===== config.mk =====
export PLATFORM = sky130hd
export DESIGN_NAME = stack_mem_arbiter_flat
export DESIGN_NICKNAME = d
export VERILOG_FILES = /design/src/rtl/stack_mem_pkg.sv /design/src/rtl/stack_mem_arbiter_if.sv /design/src/rtl/rr_pick2.sv /design/src/rtl/stack_mem_arbiter.sv /design/src/flat_wrapper.sv
export SDC_FILE = /design/constraint.sdc
export NUM_CORES = 1
export LEC_CHECK = 0
export BUFFER_PORTS_ARGS = -buffer_cell sky130_fd_sc_hd__buf_4
export CAP_MARGIN = 20
export CORE_ASPECT_RATIO = 1.5
export CORE_MARGIN = 3
export CORE_UTILIZATION = 41
export DETAILED_ROUTE_END_ITERATION = 8
export PLACE_DENSITY = 0.71
export RECOVER_POWER = 100
export SLEW_MARGIN = 20
export SYNTH_ARGS = -nofsm -noshare
export SYNTH_HDL_FRONTEND = slang
export SYNTH_SLANG_ARGS = --single-unit

===== constraint.sdc =====
create_clock -name clk -period 2.1 [get_ports clk]
set_input_delay 0.42 -clock clk [delete_from_list [all_inputs] [get_ports clk]]
set_output_delay 0.42 -clock clk [all_outputs]
set_load 0.01 [all_outputs]

===== src/rtl/stack_mem_pkg.sv =====
// Shared definitions for the stack memory arbiter slice.
// Contents: FSM state encoding, requester port ids, wait-counter width.
package stack_mem_pkg;

   typedef enum logic [1:0] {
      IDLE   = 2'd0,
      ACCESS = 2'd1,
      DONE   = 2'd2
   } state_t;

   localparam logic PORT_C = 1'b0;
   localparam logic PORT_L = 1'b1;

   // Wide enough for LAT-1 with LAT up to 15.
   localparam int unsigned CW = 4;

endpackage


===== src/rtl/stack_mem_arbiter_if.sv =====
// Bus bundle between the two requesters, the arbiter and the memory macro.
// slave  : arbiter view (requester commands and mem_rdata in; acks, rdata, mem_*, busy out).
// master : environment view (requesters plus memory model), the mirror image.
interface stack_mem_arbiter_if #(
   parameter int unsigned AW = 5,
   parameter int unsigned DW = 8
);
   logic          c_req;
   logic          c_we;
   logic [AW-1:0] c_addr;
   logic [DW-1:0] c_wdata;
   logic          c_ack;
   logic          l_req;
   logic          l_we;
   logic [AW-1:0] l_addr;
   logic [DW-1:0] l_wdata;
   logic          l_ack;
   logic [DW-1:0] rdata;
   logic          mem_en;
   logic          mem_we;
   logic [AW-1:0] mem_addr;
   logic [DW-1:0] mem_wdata;
   logic [DW-1:0] mem_rdata;
   logic          busy;

   modport slave (
      input  c_req, c_we, c_addr, c_wdata,
      input  l_req, l_we, l_addr, l_wdata,
      input  mem_rdata,
      output c_ack, l_ack, rdata,
      output mem_en, mem_we, mem_addr, mem_wdata,
      output busy
   );

   modport master (
      output c_req, c_we, c_addr, c_wdata,
      output l_req, l_we, l_addr, l_wdata,
      output mem_rdata,
      input  c_ack, l_ack, rdata,
      input  mem_en, mem_we, mem_addr, mem_wdata,
      input  busy
   );

endinterface


===== src/rtl/rr_pick2.sv =====
// Combinational two-requester round-robin picker.
// i_req_c / i_req_l : requests from the CPU and loader ports
// i_last            : port granted most recently
// o_valid           : at least one request present
// o_winner          : granted port id (meaningful only when o_valid)
module rr_pick2
   import stack_mem_pkg::*;
(
   input  logic i_req_c,
   input  logic i_req_l,
   input  logic i_last,
   output logic o_valid,
   output logic o_winner
);

   always_comb begin
      o_valid = i_req_c | i_req_l;
      if (i_req_c && i_req_l) begin
         // Tie: hand the grant to whoever did not go last.
         o_winner = ~i_last;
      end else if (i_req_l) begin
         o_winner = PORT_L;
      end else begin
         o_winner = PORT_C;
      end
   end

endmodule


===== src/rtl/stack_mem_arbiter.sv =====
// Arbitrates a single-port fixed-latency memory between the CPU (C) and loader (L) ports.
// clk, rst : clock, asynchronous active-high reset
// bus      : slave modport carrying both requester handshakes, shared rdata, the registered
//            mem_* command outputs, mem_rdata and busy.
// Each grant runs IDLE -> ACCESS (LAT cycles) -> DONE (ack pulse) -> IDLE.
module stack_mem_arbiter
   import stack_mem_pkg::*;
#(
   parameter int unsigned AW  = 5,
   parameter int unsigned DW  = 8,
   parameter int unsigned LAT = 1
) (
   input  logic               clk,
   input  logic               rst,
   stack_mem_arbiter_if.slave bus
);

   state_t        r_state, w_state_d;
   logic          r_last, w_last_d;
   logic [CW-1:0] r_cnt, w_cnt_d;
   logic          r_we, w_we_d;
   logic [AW-1:0] r_addr, w_addr_d;
   logic [DW-1:0] r_wdata, w_wdata_d;
   logic [DW-1:0] r_rdata, w_rdata_d;
   logic          r_mem_en, w_mem_en_d;
   logic          r_mem_we, w_mem_we_d;
   logic          w_valid;
   logic          w_winner;

   rr_pick2 u_pick (
      .i_req_c  (bus.c_req),
      .i_req_l  (bus.l_req),
      .i_last   (r_last),
      .o_valid  (w_valid),
      .o_winner (w_winner)
   );

   always_comb begin
      w_state_d = r_state;
      w_last_d  = r_last;
      w_cnt_d   = r_cnt;
      w_we_d    = r_we;
      w_addr_d  = r_addr;
      w_wdata_d = r_wdata;
      w_rdata_d = r_rdata;
      case (r_state)
         IDLE: begin
            if (w_valid) begin
               w_last_d  = w_winner;
               w_we_d    = (w_winner == PORT_L) ? bus.l_we    : bus.c_we;
               w_addr_d  = (w_winner == PORT_L) ? bus.l_addr  : bus.c_addr;
               w_wdata_d = (w_winner == PORT_L) ? bus.l_wdata : bus.c_wdata;
               w_cnt_d   = CW'(LAT - 1);
               w_state_d = ACCESS;
            end
         end
         ACCESS: begin
            if (r_cnt == '0) begin
               if (!r_we) begin
                  w_rdata_d = bus.mem_rdata;
               end
               w_state_d = DONE;
            end else begin
               w_cnt_d = r_cnt - 1'b1;
            end
         end
         DONE: begin
            w_state_d = IDLE;
         end
         default: begin
            w_state_d = IDLE;
         end
      endcase
      // Memory strobes are registered, so derive them from the state being entered.
      w_mem_en_d = (w_state_d == ACCESS);
      w_mem_we_d = w_mem_en_d & w_we_d;
   end

   always_ff @(posedge clk or posedge rst) begin
      if (rst) begin
         r_state  <= IDLE;
         r_last   <= PORT_L;
         r_cnt    <= '0;
         r_we     <= 1'b0;
         r_addr   <= '0;
         r_wdata  <= '0;
         r_rdata  <= '0;
         r_mem_en <= 1'b0;
         r_mem_we <= 1'b0;
      end else begin
         r_state  <= w_state_d;
         r_last   <= w_last_d;
         r_cnt    <= w_cnt_d;
         r_we     <= w_we_d;
         r_addr   <= w_addr_d;
         r_wdata  <= w_wdata_d;
         r_rdata  <= w_rdata_d;
         r_mem_en <= w_mem_en_d;
         r_mem_we <= w_mem_we_d;
      end
   end

   // Acks are Moore outputs: DONE plus the port recorded at grant time.
   assign bus.c_ack     = (r_state == DONE) && (r_last == PORT_C);
   assign bus.l_ack     = (r_state == DONE) && (r_last == PORT_L);
   assign bus.busy      = (r_state != IDLE);
   assign bus.rdata     = r_rdata;
   assign bus.mem_en    = r_mem_en;
   assign bus.mem_we    = r_mem_we;
   assign bus.mem_addr  = r_addr;
   assign bus.mem_wdata = r_wdata;

endmodule


===== src/flat_wrapper.sv =====
// flat-port wrapper written by rule: the top's interface ports become plain ports
module stack_mem_arbiter_flat import stack_mem_pkg::*;
#(
   parameter int unsigned AW  = 5,
   parameter int unsigned DW  = 8,
   parameter int unsigned LAT = 1
)
  (clk, rst, bus_c_req, bus_c_we, bus_c_addr, bus_c_wdata, bus_l_req, bus_l_we, bus_l_addr, bus_l_wdata, bus_mem_rdata, bus_c_ack, bus_l_ack, bus_rdata, bus_mem_en, bus_mem_we, bus_mem_addr, bus_mem_wdata, bus_busy);
  stack_mem_arbiter_if #(.AW(AW), .DW(DW)) bus_i ();
  input  logic clk;
  input  logic rst;
  input wire logic [$bits(bus_i.c_req)-1:0] bus_c_req;
  input wire logic [$bits(bus_i.c_we)-1:0] bus_c_we;
  input wire logic [$bits(bus_i.c_addr)-1:0] bus_c_addr;
  input wire logic [$bits(bus_i.c_wdata)-1:0] bus_c_wdata;
  input wire logic [$bits(bus_i.l_req)-1:0] bus_l_req;
  input wire logic [$bits(bus_i.l_we)-1:0] bus_l_we;
  input wire logic [$bits(bus_i.l_addr)-1:0] bus_l_addr;
  input wire logic [$bits(bus_i.l_wdata)-1:0] bus_l_wdata;
  input wire logic [$bits(bus_i.mem_rdata)-1:0] bus_mem_rdata;
  output wire logic [$bits(bus_i.c_ack)-1:0] bus_c_ack;
  output wire logic [$bits(bus_i.l_ack)-1:0] bus_l_ack;
  output wire logic [$bits(bus_i.rdata)-1:0] bus_rdata;
  output wire logic [$bits(bus_i.mem_en)-1:0] bus_mem_en;
  output wire logic [$bits(bus_i.mem_we)-1:0] bus_mem_we;
  output wire logic [$bits(bus_i.mem_addr)-1:0] bus_mem_addr;
  output wire logic [$bits(bus_i.mem_wdata)-1:0] bus_mem_wdata;
  output wire logic [$bits(bus_i.busy)-1:0] bus_busy;
  assign bus_i.c_req = bus_c_req;
  assign bus_i.c_we = bus_c_we;
  assign bus_i.c_addr = bus_c_addr;
  assign bus_i.c_wdata = bus_c_wdata;
  assign bus_i.l_req = bus_l_req;
  assign bus_i.l_we = bus_l_we;
  assign bus_i.l_addr = bus_l_addr;
  assign bus_i.l_wdata = bus_l_wdata;
  assign bus_i.mem_rdata = bus_mem_rdata;
  assign bus_c_ack = bus_i.c_ack;
  assign bus_l_ack = bus_i.l_ack;
  assign bus_rdata = bus_i.rdata;
  assign bus_mem_en = bus_i.mem_en;
  assign bus_mem_we = bus_i.mem_we;
  assign bus_mem_addr = bus_i.mem_addr;
  assign bus_mem_wdata = bus_i.mem_wdata;
  assign bus_busy = bus_i.busy;
  stack_mem_arbiter #(.AW(AW), .DW(DW), .LAT(LAT)) u_core (.clk(clk), .rst(rst), .bus(bus_i));
endmodule

Word level (Yosys, flattened, before mapping)

Index checks and enable logic that the tools add are counted.

Bits in registers: 31
Bits in latches: 0
Memory bits (writable): 0
ROM bits: 0
Bits of input ports: 40
Output and inout port bits: 26
Word-level logic and storage cells: 42
Memories: 0

Add/subtract/negate cells: 1
Multiply operators: 0
Divide/modulo/power cells: 0
Order comparisons: 0
Equal/unequal tests: 5
Shifts and indexed selects: 0
Multiplexer cells: 13
Bitwise operators: 4
Reduce and logical (&&, ||, !) cells: 10

Operators with widths:

| cell                  | count |
|---|---|
| $mux W4               | 2 |
| $mux W8               | 1 |
| $pmux W4 S2           | 1 |
| $reduce_and A3 Y1     | 2 |
| $mux W1               | 5 |
| $mux W5               | 1 |
| $eq A2 B1 Y1 const B  | 2 |
| $logic_not A4 Y1      | 1 |
| $mux W2               | 2 |
| $ne A2 B2 Y1 const B  | 2 |
| $pmux W2 S2           | 1 |
| $reduce_bool A2 Y1    | 2 |
| $sub A4 B1 Y4 const B | 1 |
| $logic_and A1 B1 Y1   | 3 |
| $eq A2 B2 Y1 const B  | 1 |
| $logic_not A2 Y1      | 1 |
| $not A1 Y1            | 2 |
| $reduce_and A2 Y1     | 1 |
| $and A1 B1 Y1         | 1 |
| $or A1 B1 Y1          | 1 |

Logic depth before layout (Yosys ltp)

Word-level depth: 6
Mapped depth: 6
Depth with buffers taken out: 5

Modules after synthesis

A second synthesis with hierarchy kept.

Cells, all modules: 124
Area, all modules: 1445.1 um2

By module, submodules not included:

| module            | times used | cells each | area an instance (um2) | seq. area each (um2) |
|---|---|---|---|---|
| stack_mem_arbiter | 1          | 122        | 1431.4                 | 777.0 |
| rr_pick2          | 1          | 2          | 13.8                   | 0.0 |

Least setup slack after synthesis

Ideal clock, no wire load.

Path kind: register -> register
Start point: register u_core.r_cnt[0]
End point: register u_core.r_rdata[0], in the netlist u_core.bus.rdata[0]
Library setup time: 125 ps
Data arrival time: 1739 ps
Required time: 1975 ps
Path slack: 236 ps
Cell stages (with the launch flop): 7
Buffers on the path: 1
Clock period less this slack: 1864 ps
Cell sequence: dfrtp_1 > inv_1 > ha_1 > or3b_1 > buf_6 > nor3_4 > mux2_2

Word-level cells in the longest chain between the ends: 2

RTL lines:

| element                            | line                    | source |
|---|---|---|
| start: declaration                 | stack_mem_arbiter.sv:20 | `logic [CW-1:0] r_cnt, w_cnt_d;` |
| start signal: assignment           | stack_mem_arbiter.sv:93 | `r_cnt <= w_cnt_d;` |
| $logic_not A4 Y1                   | stack_mem_arbiter.sv:58 | `if (r_cnt == '0) begin` |
| $reduce_and A3 Y1 (no source line) | -                       |  |
| end signal: assignment             | stack_mem_arbiter.sv:97 | `r_rdata <= w_rdata_d;` |
| end: declaration                   | stack_mem_arbiter.sv:24 | `logic [DW-1:0] r_rdata, w_rdata_d;` |

Every way passes these cells.
A chain may end at the register's enable or synchronous reset.

Worst setup path after layout

Start point: register u_core.r_cnt[0]
End point: register u_core.r_rdata[7], in the netlist u_core.bus.rdata[7]

The elaborated chain is that of the path after synthesis.

==> metrics.yaml <==
holdPathStages: 2
die_h_um: 78.59
ys_ff_latch: 31
slew_viol_final: 32
yosys.cell_count.top_type: "mux2_2"
grt_pass1_wl_mm: 5.078
final.fill_count: 285
setup.worst_path.class: "reg -> reg"
final_nets: 220
period_share_pct: 91.63
path_clk_slew_ns: 0.06
finalSetupViolCount: 0
postCtsSetupRepairBufs: 0
grt_max_degree: 32
crit_family: "simple AND/OR/NAND/NOR gates"
synth.area.top_cells: "dfrtp_1, mux2_2, mux2i_1"
diodes: 0
period_minus_slack_ns: 1.924
cp-start-kind: "flop"
remaining_drc_errors: 0
antenna_found_initial: 0
slowest_delay_ns: 0.40
skew_ns: 0.005865
gr-total-overflow: 0
clockBufferDepth: 2
worstMarginPinSlew_ns: 1.604
ys.flop_type: "dfrtp_1"
synth.avg_cell_area_um2: 13.85
power_density_nw_per_um2: 1444
post_cts_resized: 0
cts_buffers: 5
start_util_pct: 44.27
arrival_ns: 2.08
port_buffers: 65
drive_gt1_share_pct: 49.72
slew_headroom_pct: -6.902
hold_buffers: 0
place_area_um2: 1994
hold_viol: 0
seq_area_frac_synth_pct: 53.95
fin_setup_tns_ns: 0
via_count: 1082
htreeDepth: 2
synth_nets: 146
clockRootBuffer: "clkbuf_8"
gp_congestion: 0.7334
multi_input_comb_area_um2: 623.1
dp_slack_ns: 0.1716
hold_class: "in -> reg"
max_freq_ghz: 0.5197
slowest_stage: "or3b_1"
placementRows: 25
status: "complete, but fails checks"
seq_area_um2: 777.0
die-area_um2: 4274
yosys_warnings: 0
dr.pass1.iters: 4
clock_sinks: 31
synthesis.area_um2: 1440
ant_nets: 0
finalWorstSetupSlack_ns: 0.1757
ios: 66
syn_inst: 104
irDropWorstVdd_v: 0.0008771
syn_to_final_growth_pct: 39.36
synth_top_area_share_pct: 52.13
ys_async_sr_fraction_pct: 100.0
viasPerCell: 4.941
drt_iter0_markers: 15
path_cells: "inv_1 -> ha_1 -> or3b_1 -> nor3_4 -> mux2_2"
synth_cell_types: 24
grtUsageTotal_pct: 16.81
r2r_cells: 5
hold-path-endpoint: "u_core.bus.rdata[0]"
wl_per_cell_um: 14.83
rsz0062_at_grt: "false"
max_cap_violations: 1
fp.dieW_um: 54.39
clkLatencyLatePin_ns: 0.27
timing.critical_path.buf_inv: 1
synth-edff-count: 0
reg2reg_to: "u_core.bus.rdata[7]"
rr_startpoint: "u_core.r_cnt[0]"
violations: "capacitance limit, slew limit"
dp_hpwl_mm: 2.566
synthTopCellsByCount: "mux2_2, dfrtp_1, nand3_1, o21ai_0"
endpoint_kind: "flop"
synth_top_area_cell: "dfrtp_1"
finalWirelength_mm: 3.248
p_leak_uw: 0.0009140
cts_tree: "built"
min_from: "bus_mem_rdata[0]"
whs_ns: 0.3731
fin_area_um2: 2007
critPathMaxFanout: 8
ff2ff_setup_slack_ns: 0.18
coreArea_um2: 3253
grt_pass1_vias: 1114
crit_required_ns: 2.26
==> layout make-up <==
class | count | share of cell area (%)
tap | 40 | 2.494
inverter | 3 | 0.5611
sequential | 31 | 38.72
clock inverter | 2 | 1.746
timing repair buffer | 71 | 21.32
clock buffer | 6 | 4.115
multi-input combinational | 66 | 31.05
==> power by group <==
group	total, uW	internal, uW	switching, uW
Clock	586	383	203
Sequential	1070	908	166
Combinational	1240	610	629
Total	2900	1900	997
==> worst max-delay path by stage <==
stage	slack, ns	depth (start not counted)	endpoint	startpoint
finish	0.18	5	u_core.bus.rdata[7]	u_core.r_cnt[0]
CTS	0.16	5	u_core.bus.rdata[7]	u_core.r_cnt[0]
global route	0.06	5	u_core.bus.rdata[1]	u_core.r_cnt[0]
detailed placement	0.17	5	u_core.bus.rdata[1]	u_core.r_cnt[0]
floorplan	0.24	6	u_core.bus.rdata[0]	u_core.r_cnt[0]
global placement	0.24	5	u_core.bus.rdata[0]	u_core.r_cnt[0]
==> sequential cells by signal, indices dropped and copies added (netlist names) <==
signal                count
u_core.r_last             1
u_core.bus.mem_wdata      8
u_core.r_state            2
u_core.bus.rdata          8
u_core.bus.mem_en         1
u_core.bus.mem_we         1
u_core.r_cnt              4
u_core.r_we               1
u_core.bus.mem_addr       5
==> through the flow <==
step                      cells  power (uW)  utilization [%]
after floorplan             104        1944                -
after global placement      211        2502            61.31
after detailed placement    211        2568            61.31
after CTS                   219        3172            64.92
after global routing        219        3122            61.69
final                       219        2899            61.69
==> per-layer routing <==
layer / vias to the layer above / GRT usage, % / routed length [um]
li1: 518 / - / -
met1: 525 / 16.33 / 1069
met2: 37 / 30.94 / 1916
met3: 2 / 5.503 / 244
met4: 0 / 5.985 / 17
met5: - / 0 / 0
==> cell usage in the layout, fill, tap and decap left out, types with 2 or more instances in the layout <==
master and n:
buf_4 42, mux2_2 36, dfrtp_1 30, clkbuf_1 28
clkbuf_8 6, nand3_1 4, o21ai_0 4, nor2_1 3
inv_1 3, mux2i_1 3, o2bb2ai_1 2, o31ai_1 2
ha_1 2
==> cell families (layout without fill, tap and decap cells) <==
family                     Yosys count  after routing  share of synthesized area, %
muxes                               39             39                         30.23
DFF                                 31             31                         53.95
and+or+nand+nor                     16             16                         7.126
AOI/OAI and AO/OA                    9              9                         4.170
buffers and inverters                7             82                         2.780
adders and majority gates            2              2                         1.737
(Power assumes the default switching activity.)
